--- src/rtl/mread.sv ---
// mread -- memory-read pipeline stage.
//
// Captures the execute-stage result (integer/CSR write-back, load request,
// store request) into a held entry whenever the stage is idle and not
// globally stalled. Aligned loads go through a short IDLE -> REQ -> WAIT
// handshake with the MMU read port; the returned word is formatted by
// funct3 and replaces the held integer write-back data. Misaligned loads
// skip the MMU, return 0 and raise a one-cycle LOAD_MISALIGN pulse.
// Stores are forwarded to the write stage for one non-stalled cycle.
//
// Ports:
//   CLK, RST            clock, synchronous active-high reset
//   MEM_WAIT            global stall (MEMR_STALL is ORed into it upstream)
//   EXEC_REG_W_*        integer write-back from execute
//   EXEC_CSR_W_*        CSR write-back from execute
//   EXEC_LOAD_*         load request (valid, byte address, funct3)
//   EXEC_MEM_W_*        store request (valid, address, strobe, data)
//   DATA_RDEN/RADDR     MMU read request (word aligned)
//   DATA_RVALID/RDATA   MMU read response
//   MEMR_REG_W_*        integer write-back to write stage
//   MEMR_CSR_W_*        CSR write-back to write stage
//   MEMR_MEM_W_*        store forwarded to write stage
//   MEMR_STALL          load in flight
//   LOAD_MISALIGN       one-cycle misaligned-load fault pulse
module mread (
  input  logic        CLK,
  input  logic        RST,
  input  logic        MEM_WAIT,
  input  logic [4:0]  EXEC_REG_W_RD,
  input  logic [31:0] EXEC_REG_W_DATA,
  input  logic [11:0] EXEC_CSR_W_ADDR,
  input  logic [31:0] EXEC_CSR_W_DATA,
  input  logic        EXEC_LOAD_VALID,
  input  logic [31:0] EXEC_LOAD_ADDR,
  input  logic [2:0]  EXEC_LOAD_FUNCT3,
  input  logic        EXEC_MEM_W_VALID,
  input  logic [31:0] EXEC_MEM_W_ADDR,
  input  logic [3:0]  EXEC_MEM_W_STRB,
  input  logic [31:0] EXEC_MEM_W_DATA,
  output logic        DATA_RDEN,
  output logic [31:0] DATA_RADDR,
  input  logic        DATA_RVALID,
  input  logic [31:0] DATA_RDATA,
  output logic [4:0]  MEMR_REG_W_RD,
  output logic [31:0] MEMR_REG_W_DATA,
  output logic [11:0] MEMR_CSR_W_ADDR,
  output logic [31:0] MEMR_CSR_W_DATA,
  output logic        MEMR_MEM_W_VALID,
  output logic [31:0] MEMR_MEM_W_ADDR,
  output logic [3:0]  MEMR_MEM_W_STRB,
  output logic [31:0] MEMR_MEM_W_DATA,
  output logic        MEMR_STALL,
  output logic        LOAD_MISALIGN
);

  typedef enum logic [1:0] {S_IDLE, S_REQ, S_WAIT} state_t;

  state_t      state;
  logic [4:0]  rd_q;
  logic [31:0] reg_data_q;
  logic [11:0] csr_addr_q;
  logic [31:0] csr_data_q;
  logic [31:0] ld_addr_q;
  logic [2:0]  ld_f3_q;
  logic        st_valid_q;
  logic [31:0] st_addr_q;
  logic [3:0]  st_strb_q;
  logic [31:0] st_data_q;
  logic        misalign_q;

  logic capture;
  logic ld_misalign;

  assign capture = (state == S_IDLE) && !MEM_WAIT;

  // funct3[1:0]==01 covers both LH and LHU.
  assign ld_misalign = EXEC_LOAD_VALID &&
                       (((EXEC_LOAD_FUNCT3[1:0] == 2'b01) && EXEC_LOAD_ADDR[0]) ||
                        ((EXEC_LOAD_FUNCT3 == 3'b010) && (EXEC_LOAD_ADDR[1:0] != 2'b00)));

  function automatic logic [31:0] fmt_load(input logic [2:0] f3, input logic [1:0] a,
                                           input logic [31:0] d);
    logic [7:0]  b;
    logic [15:0] h;
    case (a)
      2'd0:    b = d[7:0];
      2'd1:    b = d[15:8];
      2'd2:    b = d[23:16];
      default: b = d[31:24];
    endcase
    h = a[1] ? d[31:16] : d[15:0];
    case (f3)
      3'b000:  fmt_load = {{24{b[7]}}, b};
      3'b001:  fmt_load = {{16{h[15]}}, h};
      3'b010:  fmt_load = d;
      3'b100:  fmt_load = {24'b0, b};
      3'b101:  fmt_load = {16'b0, h};
      default: fmt_load = '0;
    endcase
  endfunction

  always_ff @(posedge CLK) begin
    if (RST) begin
      state      <= S_IDLE;
      rd_q       <= '0;
      reg_data_q <= '0;
      csr_addr_q <= '0;
      csr_data_q <= '0;
      ld_addr_q  <= '0;
      ld_f3_q    <= '0;
      st_valid_q <= 1'b0;
      st_addr_q  <= '0;
      st_strb_q  <= '0;
      st_data_q  <= '0;
      misalign_q <= 1'b0;
    end else begin
      misalign_q <= 1'b0;
      case (state)
        S_IDLE: begin
          if (capture) begin
            rd_q       <= EXEC_REG_W_RD;
            // A load's write-back value comes from memory (or 0 on fault).
            reg_data_q <= EXEC_LOAD_VALID ? 32'h0 : EXEC_REG_W_DATA;
            csr_addr_q <= EXEC_CSR_W_ADDR;
            csr_data_q <= EXEC_CSR_W_DATA;
            ld_addr_q  <= EXEC_LOAD_ADDR;
            ld_f3_q    <= EXEC_LOAD_FUNCT3;
            // Load wins over a simultaneous store.
            st_valid_q <= EXEC_MEM_W_VALID && !EXEC_LOAD_VALID;
            st_addr_q  <= EXEC_MEM_W_ADDR;
            st_strb_q  <= EXEC_MEM_W_STRB;
            st_data_q  <= EXEC_MEM_W_DATA;
            misalign_q <= ld_misalign;
            if (EXEC_LOAD_VALID && !ld_misalign) state <= S_REQ;
          end
        end
        S_REQ:  state <= S_WAIT;
        S_WAIT: begin
          if (DATA_RVALID) begin
            reg_data_q <= fmt_load(ld_f3_q, ld_addr_q[1:0], DATA_RDATA);
            state      <= S_IDLE;
          end
        end
        default: state <= S_IDLE;
      endcase
    end
  end

  // Outputs are gated by RST so they read 0 even before the first reset edge.
  always_comb begin
    DATA_RDEN        = 1'b0;
    DATA_RADDR       = '0;
    MEMR_REG_W_RD    = '0;
    MEMR_REG_W_DATA  = '0;
    MEMR_CSR_W_ADDR  = '0;
    MEMR_CSR_W_DATA  = '0;
    MEMR_MEM_W_VALID = 1'b0;
    MEMR_MEM_W_ADDR  = '0;
    MEMR_MEM_W_STRB  = '0;
    MEMR_MEM_W_DATA  = '0;
    MEMR_STALL       = 1'b0;
    LOAD_MISALIGN    = 1'b0;
    if (!RST) begin
      MEMR_STALL = (state != S_IDLE);
      if (state == S_REQ) begin
        DATA_RDEN  = 1'b1;
        DATA_RADDR = {ld_addr_q[31:2], 2'b00};
      end
      MEMR_REG_W_RD    = MEMR_STALL ? 5'd0 : rd_q;
      MEMR_REG_W_DATA  = reg_data_q;
      MEMR_CSR_W_ADDR  = csr_addr_q;
      MEMR_CSR_W_DATA  = csr_data_q;
      MEMR_MEM_W_VALID = st_valid_q && (state == S_IDLE) && !MEM_WAIT;
      MEMR_MEM_W_ADDR  = st_addr_q;
      MEMR_MEM_W_STRB  = st_strb_q;
      MEMR_MEM_W_DATA  = st_data_q;
      LOAD_MISALIGN    = misalign_q;
    end
  end

endmodule

--- config.mk ---
export PLATFORM = sky130hd
export DESIGN_NAME = mread
export DESIGN_NICKNAME = d
export VERILOG_FILES = /design/src/rtl/mread.sv
export SDC_FILE = /design/constraint.sdc
export NUM_CORES = 1
export LEC_CHECK = 0
export ABC_AREA = 0
export BUFFER_PORTS_ARGS = -buffer_cell sky130_fd_sc_hd__buf_2
export CORE_AREA = 3 3 159 161
export DETAILED_ROUTE_END_ITERATION = 16
export DIE_AREA = 0 0 162 164
export PLACE_DENSITY = 0.61
export SETUP_SLACK_MARGIN = 0.4
export SLEW_MARGIN = 30
export SYNTH_ARGS = -nofsm -noshare
export SYNTH_HDL_FRONTEND = slang
export SYNTH_SLANG_ARGS = --single-unit
--- constraint.sdc ---
create_clock -name CLK -period 2.2 [get_ports CLK]
set_input_delay 0.33 -clock CLK [delete_from_list [all_inputs] [get_ports CLK]]
set_output_delay 0.33 -clock CLK [all_outputs]
set_load 0.01 [all_outputs]
Word-level counts from Yosys, hierarchy flattened
Index checks and enable logic that the tools add are counted.
- output and inout port bits: 185
- bits in registers: 188
- muxes and demuxes: 26
- eq/ne operators: 13
- reductions and logical operators: 22
- bitwise logic cells: 2
- operators with widths (cell ; count):
    32-bit two-way mux ; 9
    32-bit one-hot mux with 5 select lines ; 1
    32-bit one-hot mux with 2 select lines ; 1
    8-bit one-hot mux with 3 select lines ; 1
    16-bit two-way mux ; 1
    12-bit two-way mux ; 1
    5-bit two-way mux ; 2
    1-bit logical AND ; 8
    2-bit by 1-bit == test with 1-bit output (second input constant) ; 3
    3-bit by 2-bit == test with 1-bit output (second input constant) ; 2
    3-bit == test (second input constant) ; 2
    2-bit two-way mux ; 3
    2-bit one-hot mux with 3 select lines ; 1
    3-bit AND reduction ; 2
    2-bit nonzero test ; 3
    1-bit two-way mux ; 5
    2-bit == test (second input constant) ; 2
    2-bit logical NOT ; 2
    4-bit two-way mux ; 1
    2-bit != test (second input constant) ; 2
    3-bit by 1-bit == test with 1-bit output (second input constant) ; 1
    1-bit logical NOT ; 3
    3-bit logical NOT ; 1
    3-bit OR reduction ; 1
    other kinds (4) ; 5

Depth between registers and ports, before layout
Gate-level depths: netlist (run 1).
- depth in word-level cells: 9
- mapped depth: 8

Worst setup path before layout (run 1)
OpenSTA, ideal clock, no wires.
- path kind: reg-to-output
- from: register state[0]
- to: output port MEMR_MEM_W_VALID
- stages on the path, launching flop included: 8
- path slack: 346 ps
- data arrival time: 1524 ps
- data required time: 1870 ps
- path buffers: 4
- cell sequence: dfxtp_1 -> buf_6 -> or3_1 -> buf_2 -> nor2_4 -> buf_4 -> buf_4 -> and2_1
- cells in the longest elaborated chain, start to end: 4
- RTL lines (what ; line ; source):
    from (decl) ; 58 ; state_t state;
    from (signal assigned) ; 104 ; state <= S_IDLE;
    from (signal assigned) ; 134 ; if (EXEC_LOAD_VALID && !ld_misalign) state <= S_REQ;
    from (signal assigned) ; 137 ; S_REQ: state <= S_WAIT;
    2-bit logical NOT ; 173 ; MEMR_MEM_W_VALID = st_valid_q && (state == S_IDLE) && !MEM_WAIT;
    1-bit logical AND (2 in a row) ; 173 ;
    1-bit two-way mux ; 163 ; if (!RST) begin
    to (decl) ; 48 ; output logic MEMR_MEM_W_VALID,
No other way between the ends.

Final worst setup path (run 1)
- from: register state[1]
- to: output port DATA_RADDR[20]
- cells in the longest elaborated chain, start to end: 3
- RTL lines (what ; line ; source):
    2-bit by 1-bit == test with 1-bit output ; 165 ; if (state == S_REQ) begin
    32-bit two-way mux ; 165 ;
    32-bit two-way mux ; 163 ;
    to (decl) ; 41 ; output logic [31:0] DATA_RADDR,
No other way between the ends.

==> results of run 1 <==
==> path summary, 6_finish.rpt <==
check / startpoint / to / slack (ps) / cells past startpoint
setup / recovery: state[1]$_SDFFE_PP0P_ / DATA_RADDR[20] / 250 / 6
hold / removal: EXEC_CSR_W_ADDR[3] / csr_addr_q[3]$_SDFFE_PP0P_ / 120 / 2
setup reg to reg: state[1]$_SDFFE_PP0P_ / reg_data_q[18]$_SDFFE_PP0P_ / 490 / 6
hold reg to reg: rd_q[3]$_SDFFE_PP0P_ / rd_q[3]$_SDFFE_PP0P_ / 450 / 2
==> area by class of cell <==
cell class,count,area (um^2),share of cell area [%]
Clock buffer,18,429,3.73
Clock inverter,14,153,1.33
Multi-Input combinational cell,575,4090,35.5
Sequential cell,188,3770,32.7
Tap cell,324,405,3.52
Timing Repair Buffer,446,2670,23.2
==> critical path, delay by kind of cell, from the launching register on <==
family / cells / cell delay (ps)
flops: 1 / 360
buf+inv: 3 / 340
simple gates: 3 / 490
==> Yosys cell counts, types with 2 or more instances <==
| library cell | number |
|---|---|
| a22oi_1 | 16 |
| a2bb2oi_2 | 10 |
| buf_6 | 6 |
| clkbuf_1 | 38 |
| nor2b_1 | 148 |
| a2bb2oi_1 | 7 |
| mux2_4 | 2 |
| or3_1 | 2 |
| buf_2 | 21 |
| nand2b_1 | 2 |
| mux4_2 | 6 |
| o21ai_0 | 7 |
| dfxtp_1 | 188 |
| a2111oi_1 | 6 |
| nor2_1 | 17 |
| a211oi_1 | 8 |
| mux2i_1 | 3 |
| o41a_4 | 2 |
| a2111oi_2 | 2 |
| o22a_1 | 118 |
| nor3_1 | 5 |
| buf_1 | 3 |
| and2_1 | 38 |
| or2_1 | 2 |
| a222oi_1 | 8 |
| a221o_1 | 6 |
| a21oi_1 | 51 |
| buf_4 | 10 |
| nand2_1 | 90 |
==> state kept, by name, indices dropped and copies added (netlist names) <==
name	flops
csr_addr_q	12
csr_data_q	32
ld_addr_q	32
ld_f3_q	3
misalign_q	1
rd_q	5
reg_data_q	32
st_addr_q	32
st_data_q	32
st_strb_q	4
st_valid_q	1
state	2
==> metrics by stage <==
step | cells | setup WS, ps | util [%] | power, uW | area, um^2
after CTS | 1558 | 184 | 47.0 | 8500 | 11300
after global routing | 1565 | 162 | 47.8 | 8830 | 11500
after global placement | 1517 | 310 | 43.3 | 5360 | 10400
after floorplan | 844 | 460 | - | 4790 | 8190
after detailed placement | 1517 | 242 | 43.4 | 5370 | 10500
final | 1565 | 246 | 47.8 | 8440 | 11500
==> report_power, final <==
part	switching (uW)	total (uW)	leakage [uW]	internal (uW)
logic	794	1540	0.00364	751
clock network	1570	3100	0.000281	1520
registers	78.6	3790	0.00156	3710
total	2450	8440	0.00548	5990
==> repair_timing <==
item | in CTS | in global routing
resized for setup | 51 | 33
hold endpoints to repair | 0 | 0
hold buffers | 0 | 0
buffers inserted | 6 | 7
pin swaps | 26 | 13
cloned | 3 | 0
setup endpoints to repair | 50 | 68
==> cell families after synthesis <==
family	synth area share, %
buffers and inverters	5.50
AOI/OAI and AO/OA	24.9
DFF	46.0
other	0.0459
and+or+nand+nor	20.9
muxes	2.69
==> per-layer routing <==
layer / wire [um] / global-route usage [%]
met4: 511 / 6.05
met3: 2260 / 5.57
met1: 11500 / 24.6
met5: 0 / 0
met2: 13200 / 31.6
==> impl_metrics.toml, run 1 <==
[timing]
max_slew_margin_pct = 58.5
min_period_over_period_pct = 88.8
setup_tns_ps = 0
final_hold_viol_count = 0
period_needed_ps = 1950
rsz0062_at_grt = "yes"
skew_ps = 14.6
fmax_mhz = 512
setup_violations = 0
drv_slew = 0
hold_slack_ps = 120
worstMarginPinSlew_ps = 622

[global_route]
grtUsageTotal_pct = 19.3
overflow = 0
grt_max_degree = 103
grt_pass1_vias = 7309
antenna_found_initial = 0
grt_first_pass_wirelength_mm = 41.0

[routing]
dr.pass1.iters = 5
drt_iter0_markers = 519
totalWireLength_mm = 27.5
wire_per_inst_um = 17.6
drt-vias-per-instance = 4.93
ant_nets = 0
drcViolationCount = 0
vias = 7712

[place]
numPortBuffers = 404
dp_hpwl_mm = 18.8
gp_congestion = 0.813

[yosys]
synth-main-ff-cell = "dfxtp_1"
synth_top_area_share_pct = 46.0
ys_seq_area_share_pct = 46.0
synth-async-reset-ratio_pct = 0
netlist_top_cells_area = "dfxtp_1 (46%), o22a_1 (13%), nor2b_1 (11%), nand2_1 (4.1%), a21oi_1 (3.1%)"
ys_ff_latch = 188
netlist-cell-type-count = 50
synth-edff-count = 0
synth_top_cell_by_area = "dfxtp_1"
syn_area_um2 = 8170
syn_avg_cell_area_um2 = 9.70
netlist_instances = 843
ys_warn_count = 0

[worst_setup_path]
critPathCaptureType = "primary output"
crit_required_ps = 1870
path_cells = "nand2b_4 > nor2_4 > buf_12 > buf_16 > and2_4 > buf_6"
crit_arrival_ps = 1620
crit_path_max_fanout = 8
start_kind = "flip-flop"
path_class = "reg2out"
crit_slowest_cell = "dfxtp_4"
crit_path_max_incr_delay_ps = 360

[clocking]
h-tree-depth = 4
cts_tree = "done"
clk_pin_slew_worst_paths_ps = 80
numClockSinks = 188
root_buffer = "clkbuf_16"
clk_latency_ps = 430
clockBufferDepth = 2
cts_buffers = 17

[power]
leakagePower_uw = 0.00548
power_density_nw_per_um2 = 733
peakVddDrop_mv = 0.448

[cells_and_area]
final_cell_mix = "buf_2 (372), dfxtp_1 (185), nor2b_1 (148)"
fill_cells = 2389
final_common_cell = "buf_2"
fin_nets = 1450
diodes = 0
area_delta_synth_final_pct = 40.9
drive_above_1_share_pct = 44.2

[floorplan]
boundaryPins = 407
fp.coreArea_um2 = 24100
row_count = 57
die_w_um = 162
initial_core_util_pct = 33.9
die_h_um = 164
die_area_um2 = 26600

[flow_run]
max_cap_viol_count = 0

[hold_path]
hp-class = "in2reg"

[outcome]
status = "complete, no violations"
Power figures use the tool's default switching activity.
==> inputs of run 2 (changes only) <==
CORE_AREA = 3 3 157 159   (was 3 3 159 161)
DIE_AREA = 0 0 160 162   (was 0 0 162 164)
PLACE_DENSITY = 0.62   (was 0.61)
SKIP_LAST_GASP = 1   (was unset)
clock period = 2.4 ns   (was 2.2 ns; I/O delays follow)
==> impl_metrics.toml, run 2 (synthesized netlist as in run 1, its figures left out) <==
[global_route]
grt_pass1_vias = 7623
overflow = 0
grt_first_pass_wirelength_mm = 42.0
grtUsageTotal_pct = 20.1
grt_max_degree = 136
antenna_found_initial = 2

[clocking]
root_buffer = "clkbuf_16"
clk_latency_ps = 420
cts_buffers = 17
cts_tree = "done"
clockBufferDepth = 2
numClockSinks = 188
holdBufCountCts = 0
h-tree-depth = 4
clk_pin_slew_worst_paths_ps = 80

[routing]
drcViolationCount = 0
totalWireLength_mm = 27.8
drt_iter0_markers = 487
wire_per_inst_um = 17.8
vias = 7725
drt-vias-per-instance = 4.96
ant_nets = 0
dr.pass1.iters = 5

[worst_setup_path]
crit_slowest_cell = "or3_4"
crit_arrival_ps = 1650
critPathCaptureType = "primary output"
path_cells = "buf_6 > or3_4 > nor2_4 > and2_4 > buf_2"
crit_path_max_incr_delay_ps = 410
start_kind = "flip-flop"
path_class = "reg2out"
timing.rr.end = "reg_data_q[26]$_SDFFE_PP0P_"
worstRegToRegCells = 8
critical_path.startpoint = "state[1]$_SDFFE_PP0P_"
reg2reg_setup_slack_ps = 490
crit_required_ps = 2040
crit_path_max_fanout = 4
cp-endpoint = "MEMR_MEM_W_VALID"
timing.rr.start = "state[1]$_SDFFE_PP0P_"

[cells_and_area]
fin_nets = 1445
final_cell_mix = "buf_2 (370), dfxtp_1 (183), nor2b_1 (148)"
area_delta_synth_final_pct = 40.4
drive_above_1_share_pct = 44.2
final_common_cell = "buf_2"

[timing]
rsz0062_at_grt = "yes"
fmax_mhz = 498
setup_violations = 0
drv_slew = 0
min_period_over_period_pct = 83.7
skew_ps = 11.3
worstMarginPinSlew_ps = 663
post-route-worst-setup-slack_ps = 391
max_slew_margin_pct = 55.8
final_hold_viol_count = 0
period_needed_ps = 2010
setup_tns_ps = 0

[place]
pre_cts_ws_ps = 335
dp_hpwl_mm = 19.1
gp_congestion = 0.795
numPortBuffers = 404

[power]
leakagePower_uw = 0.00546
peakVddDrop_mv = 0.462
power_density_nw_per_um2 = 673

[floorplan]
die_h_um = 162
initial_core_util_pct = 34.9
die_w_um = 160
boundaryPins = 407
die_area_um2 = 25900
fp.coreArea_um2 = 23400
row_count = 56

[flow_run]
max_cap_viol_count = 0

[hold_path]
hp-class = "in2reg"

[outcome]
status = "complete, no violations"
-- run 2: per-layer routing --
layer / up-vias / global-route usage, % / part of all wire (%)
li1: 3755 / - / -
met1: 3635 / 24.2 / 41
met2: 308 / 34.4 / 49
met3: 27 / 6.22 / 8.2
met4: 0 / 6.47 / 1.7
met5: - / 0 / 0
-- run 2: worst min-delay path by stage --
| stage | slack (ps) | depth (start not counted) | from | endpoint |
|---|---|---|---|---|
| 5_1_grt | 120 | 2 | EXEC_MEM_W_DATA[22] | st_data_q[22]$_SDFFE_PP0P_ |
| 2_1_floorplan | 430 | 2 | st_valid_q$_SDFFE_PP0P_ | st_valid_q$_SDFFE_PP0P_ |
| 3_5_place_dp | 440 | 2 | st_valid_q$_SDFFE_PP0P_ | st_valid_q$_SDFFE_PP0P_ |
| 3_3_place_gp | 440 | 2 | ld_addr_q[22]$_SDFFE_PP0P_ | ld_addr_q[22]$_SDFFE_PP0P_ |
| 6_report | 150 | 2 | EXEC_MEM_W_ADDR[29] | st_addr_q[29]$_SDFFE_PP0P_ |
| 4_1_cts | 130 | 2 | EXEC_MEM_W_DATA[22] | st_data_q[22]$_SDFFE_PP0P_ |
-- run 2: critical path, delay by kind of cell, from the launching register on --
kind | cells | cell delay, ps
flops | 1 | 320
buf+inv | 2 | 230
simple gates | 3 | 670
-- run 2: timing repair --
| action | 4_1_cts | 5_1_grt |
|---|---|---|
| gates resized for setup | 38 | 56 |
| endpoints found under the setup margin | 39 | 60 |
| cloned | 4 | 1 |
| pin swaps | 22 | 19 |
| setup buffers | 5 | 3 |
-- run 2: stage by stage --
step           instances  util, %  instance area (um^2)  hold WS (ps)  total power (uW)
3_3_place_gp        1510     44.5                 10400           437              4900
5_1_grt             1557     49.1                 11500           122              8080
3_5_place_dp        1510     44.5                 10400           442              4920
4_1_cts             1551     47.9                 11200           127              7790
2_1_floorplan        844        -                  8180           427              4390
6_report            1557     49.1                 11500           154              7730
-- run 2: cell type report --
class                   count  area (um^2)
repair buffers            439         2590
well taps                 319          399
fillers                  2322        11900
clock buffers              19          433
flip-flops and latches    188         3770
multi-input cells         577         4120
clock inverters            13          154
diodes                      2         5.00
-- run 2: where the power goes --
group | internal [uW] | leakage [uW] | switching [uW]
Combinational | 679 | 0.00361 | 722
Clock | 1410 | 0.000284 | 1430
Sequential | 3410 | 0.00156 | 82.8
==> inputs of run 3 (changes only) <==
ABC_AREA = 1   (was 0)
PLACE_DENSITY = 0.72   (was 0.62)
clock period = 1.8 ns   (was 2.4 ns; I/O delays follow)
==> impl_metrics.toml, run 3 <==
[place]
numPortBuffers = 404
pre_cts_ws_ps = 165
gp_congestion = 0.931
dp_hpwl_mm = 23.5

[yosys]
netlist_instances = 1552
synth_top_area_share_pct = 39.2
synth_xor_xnor_area_share_pct = 0
ys_seq_area_share_pct = 39.2
synth-edff-count = 0
syn_avg_cell_area_um2 = 6.19
netlist_top_cells_area = "dfxtp_1 (39%), inv_1 (12%), nor2_1 (12%), o21ai_1 (9.6%), nand2_1 (7.9%)"
synthMuxAreaShare_pct = 0
synth_top_family_by_area = "simple AND/OR/NAND/NOR gates"
netlist-cell-type-count = 28
synth_top_cell_by_area = "dfxtp_1"
synth-main-ff-cell = "dfxtp_1"
synth_most_common_cell = "inv_1"
synth-async-reset-ratio_pct = 0
synth_compound_area_share_pct = 18.4
yosys.area_share.simple_pct = 24.3
ys_warn_count = 0
yosys-top-cells-count = "inv_1 (320), nor2_1 (303), nand2_1 (202), dfxtp_1 (188), o21ai_1 (184)"
syn_area_um2 = 9610
synth_fa_ha_area_share_pct = 0
ys_ff_latch = 188

[cells_and_area]
fill_cells = 2341
area_delta_synth_final_pct = 38.8
multi_input_area_um2 = 4310
postLayoutCoreUtil_pct = 57.0
final_cell_mix = "buf_2 (399), inv_1 (317), nor2_1 (294)"
drive_above_1_share_pct = 29.3
final_common_cell = "buf_2"
fin_nets = 2157
regArea_um2 = 3770

[timing]
post-route-worst-setup-slack_ps = -34.6
setup_violations = 13
final_hold_viol_count = 0
period_needed_ps = 1830
skew_ps = 14.1
fmax_mhz = 545
min_period_over_period_pct = 102
setup_tns_ps = -279
drv_slew = 0
rsz0062_at_grt = "yes"

[clocking]
root_buffer = "clkbuf_16"
cts_buffers = 17
clockBufferDepth = 2
numClockSinks = 188
h-tree-depth = 4
holdBufCountCts = 0
clk_pin_slew_worst_paths_ps = 90
cts_tree = "done"
clk_latency_ps = 430

[floorplan]
die_w_um = 160
die_h_um = 162
die_area_um2 = 25900
fp.coreArea_um2 = 23400
row_count = 56
boundaryPins = 407
initial_core_util_pct = 41.1

[routing]
dr.pass1.iters = 5
drt_iter0_markers = 813
drt-vias-per-instance = 4.78
vias = 10843
totalWireLength_mm = 33.4
ant_nets = 0
wire_per_inst_um = 14.7
drcViolationCount = 0

[outcome]
violations = "negative setup slack"
status = "finished, violations left"

[hold_path]
whs_path_depth = 3
hp-class = "in2reg"

[global_route]
grt_pass1_vias = 10075
grt_max_degree = 70
overflow = 0
antenna_found_initial = 2
grtUsageTotal_pct = 24.6
grt_first_pass_wirelength_mm = 52.4

[power]
peakVddDrop_mv = 0.566
leakagePower_uw = 0.00760
power_density_nw_per_um2 = 856
power_uw = 11400

[worst_setup_path]
crit_arrival_ps = 1560
crit_required_ps = 1530
crit_path_max_fanout = 7
critPathCaptureType = "primary output"
path_class = "reg2out"
start_kind = "flip-flop"
worstRegToRegCells = 10

[flow_run]
max_cap_viol_count = 0
[run 3: cell families after synthesis]
| group | after synthesis |
|---|---|
| and+or+nand+nor | 579 |
| buffers and inverters | 432 |
| AOI/OAI and AO/OA | 352 |
| DFF | 188 |
| other | 1 |
[run 3: timing repair]
action                     in CTS  in global routing
setup endpoints to repair     255                274
resized for setup              46                 48
cloned                          8                  3
pin swaps                       4                  9
buffers inserted               10                  6
hold endpoints to repair        0                  0
[run 3: critical path, stage by stage (launching register included)]
cell       delay, ps
dfxtp_4          370
nor2_4           120
buf_12           130
buf_12           110
clkbuf_16        150
nand2_2           40
nor2_1            80
buf_2            140
[run 3: final timing paths]
| kind | endpoint | slack [ps] | from |
|---|---|---|---|
| worst min-delay path | st_addr_q[21]$_SDFFE_PP0P_ | 30 | EXEC_MEM_W_ADDR[21] |
| worst min register to register | rd_q[4]$_SDFFE_PP0P_ | 480 | rd_q[4]$_SDFFE_PP0P_ |
| worst max register to register | reg_data_q[17]$_SDFFE_PP0P_ | 90 | state[1]$_SDFFE_PP0P_ |
| worst max-delay path | DATA_RADDR[25] | -30 | state[1]$_SDFFE_PP0P_ |
[run 3: power breakdown]
part / total [uW] / internal [uW] / switching, uW
sequential: 4720 / 4560 / 151
clock: 4090 / 2160 / 1930
combinational: 2610 / 1070 / 1540
total: 11400 / 7790 / 3620
[run 3: area by class of cell]
cell class              count  share of cell area [%]
multi-input cells         934                    32.3
flip-flops and latches    188                    28.3
repair buffers            466                    22.2
inverters                 328                    9.34
clock buffers              17                    3.19
well taps                 319                    2.99
clock inverters            15                    1.62
diodes                      3                  0.0563
[run 3: stage by stage]
| step | area, um^2 | cells | hold WS [ps] |
|---|---|---|---|
| 6_report | 13300 | 2270 | 34.8 |
| 5_1_grt | 13300 | 2269 | 26.7 |
| 4_1_cts | 13100 | 2258 | 17.2 |
| 3_5_place_dp | 12000 | 2208 | 464 |
| 3_3_place_gp | 12000 | 2208 | 462 |
| 2_1_floorplan | 9630 | 1553 | 386 |
[run 3: layer usage]
layer	vias to the layer above	wire length, um	track usage (%)
li1	5468	-	-
met1	4926	14200	32.1
met2	405	16100	41.3
met5	-	0	0
met4	0	794	7.89
met3	44	2270	4.57
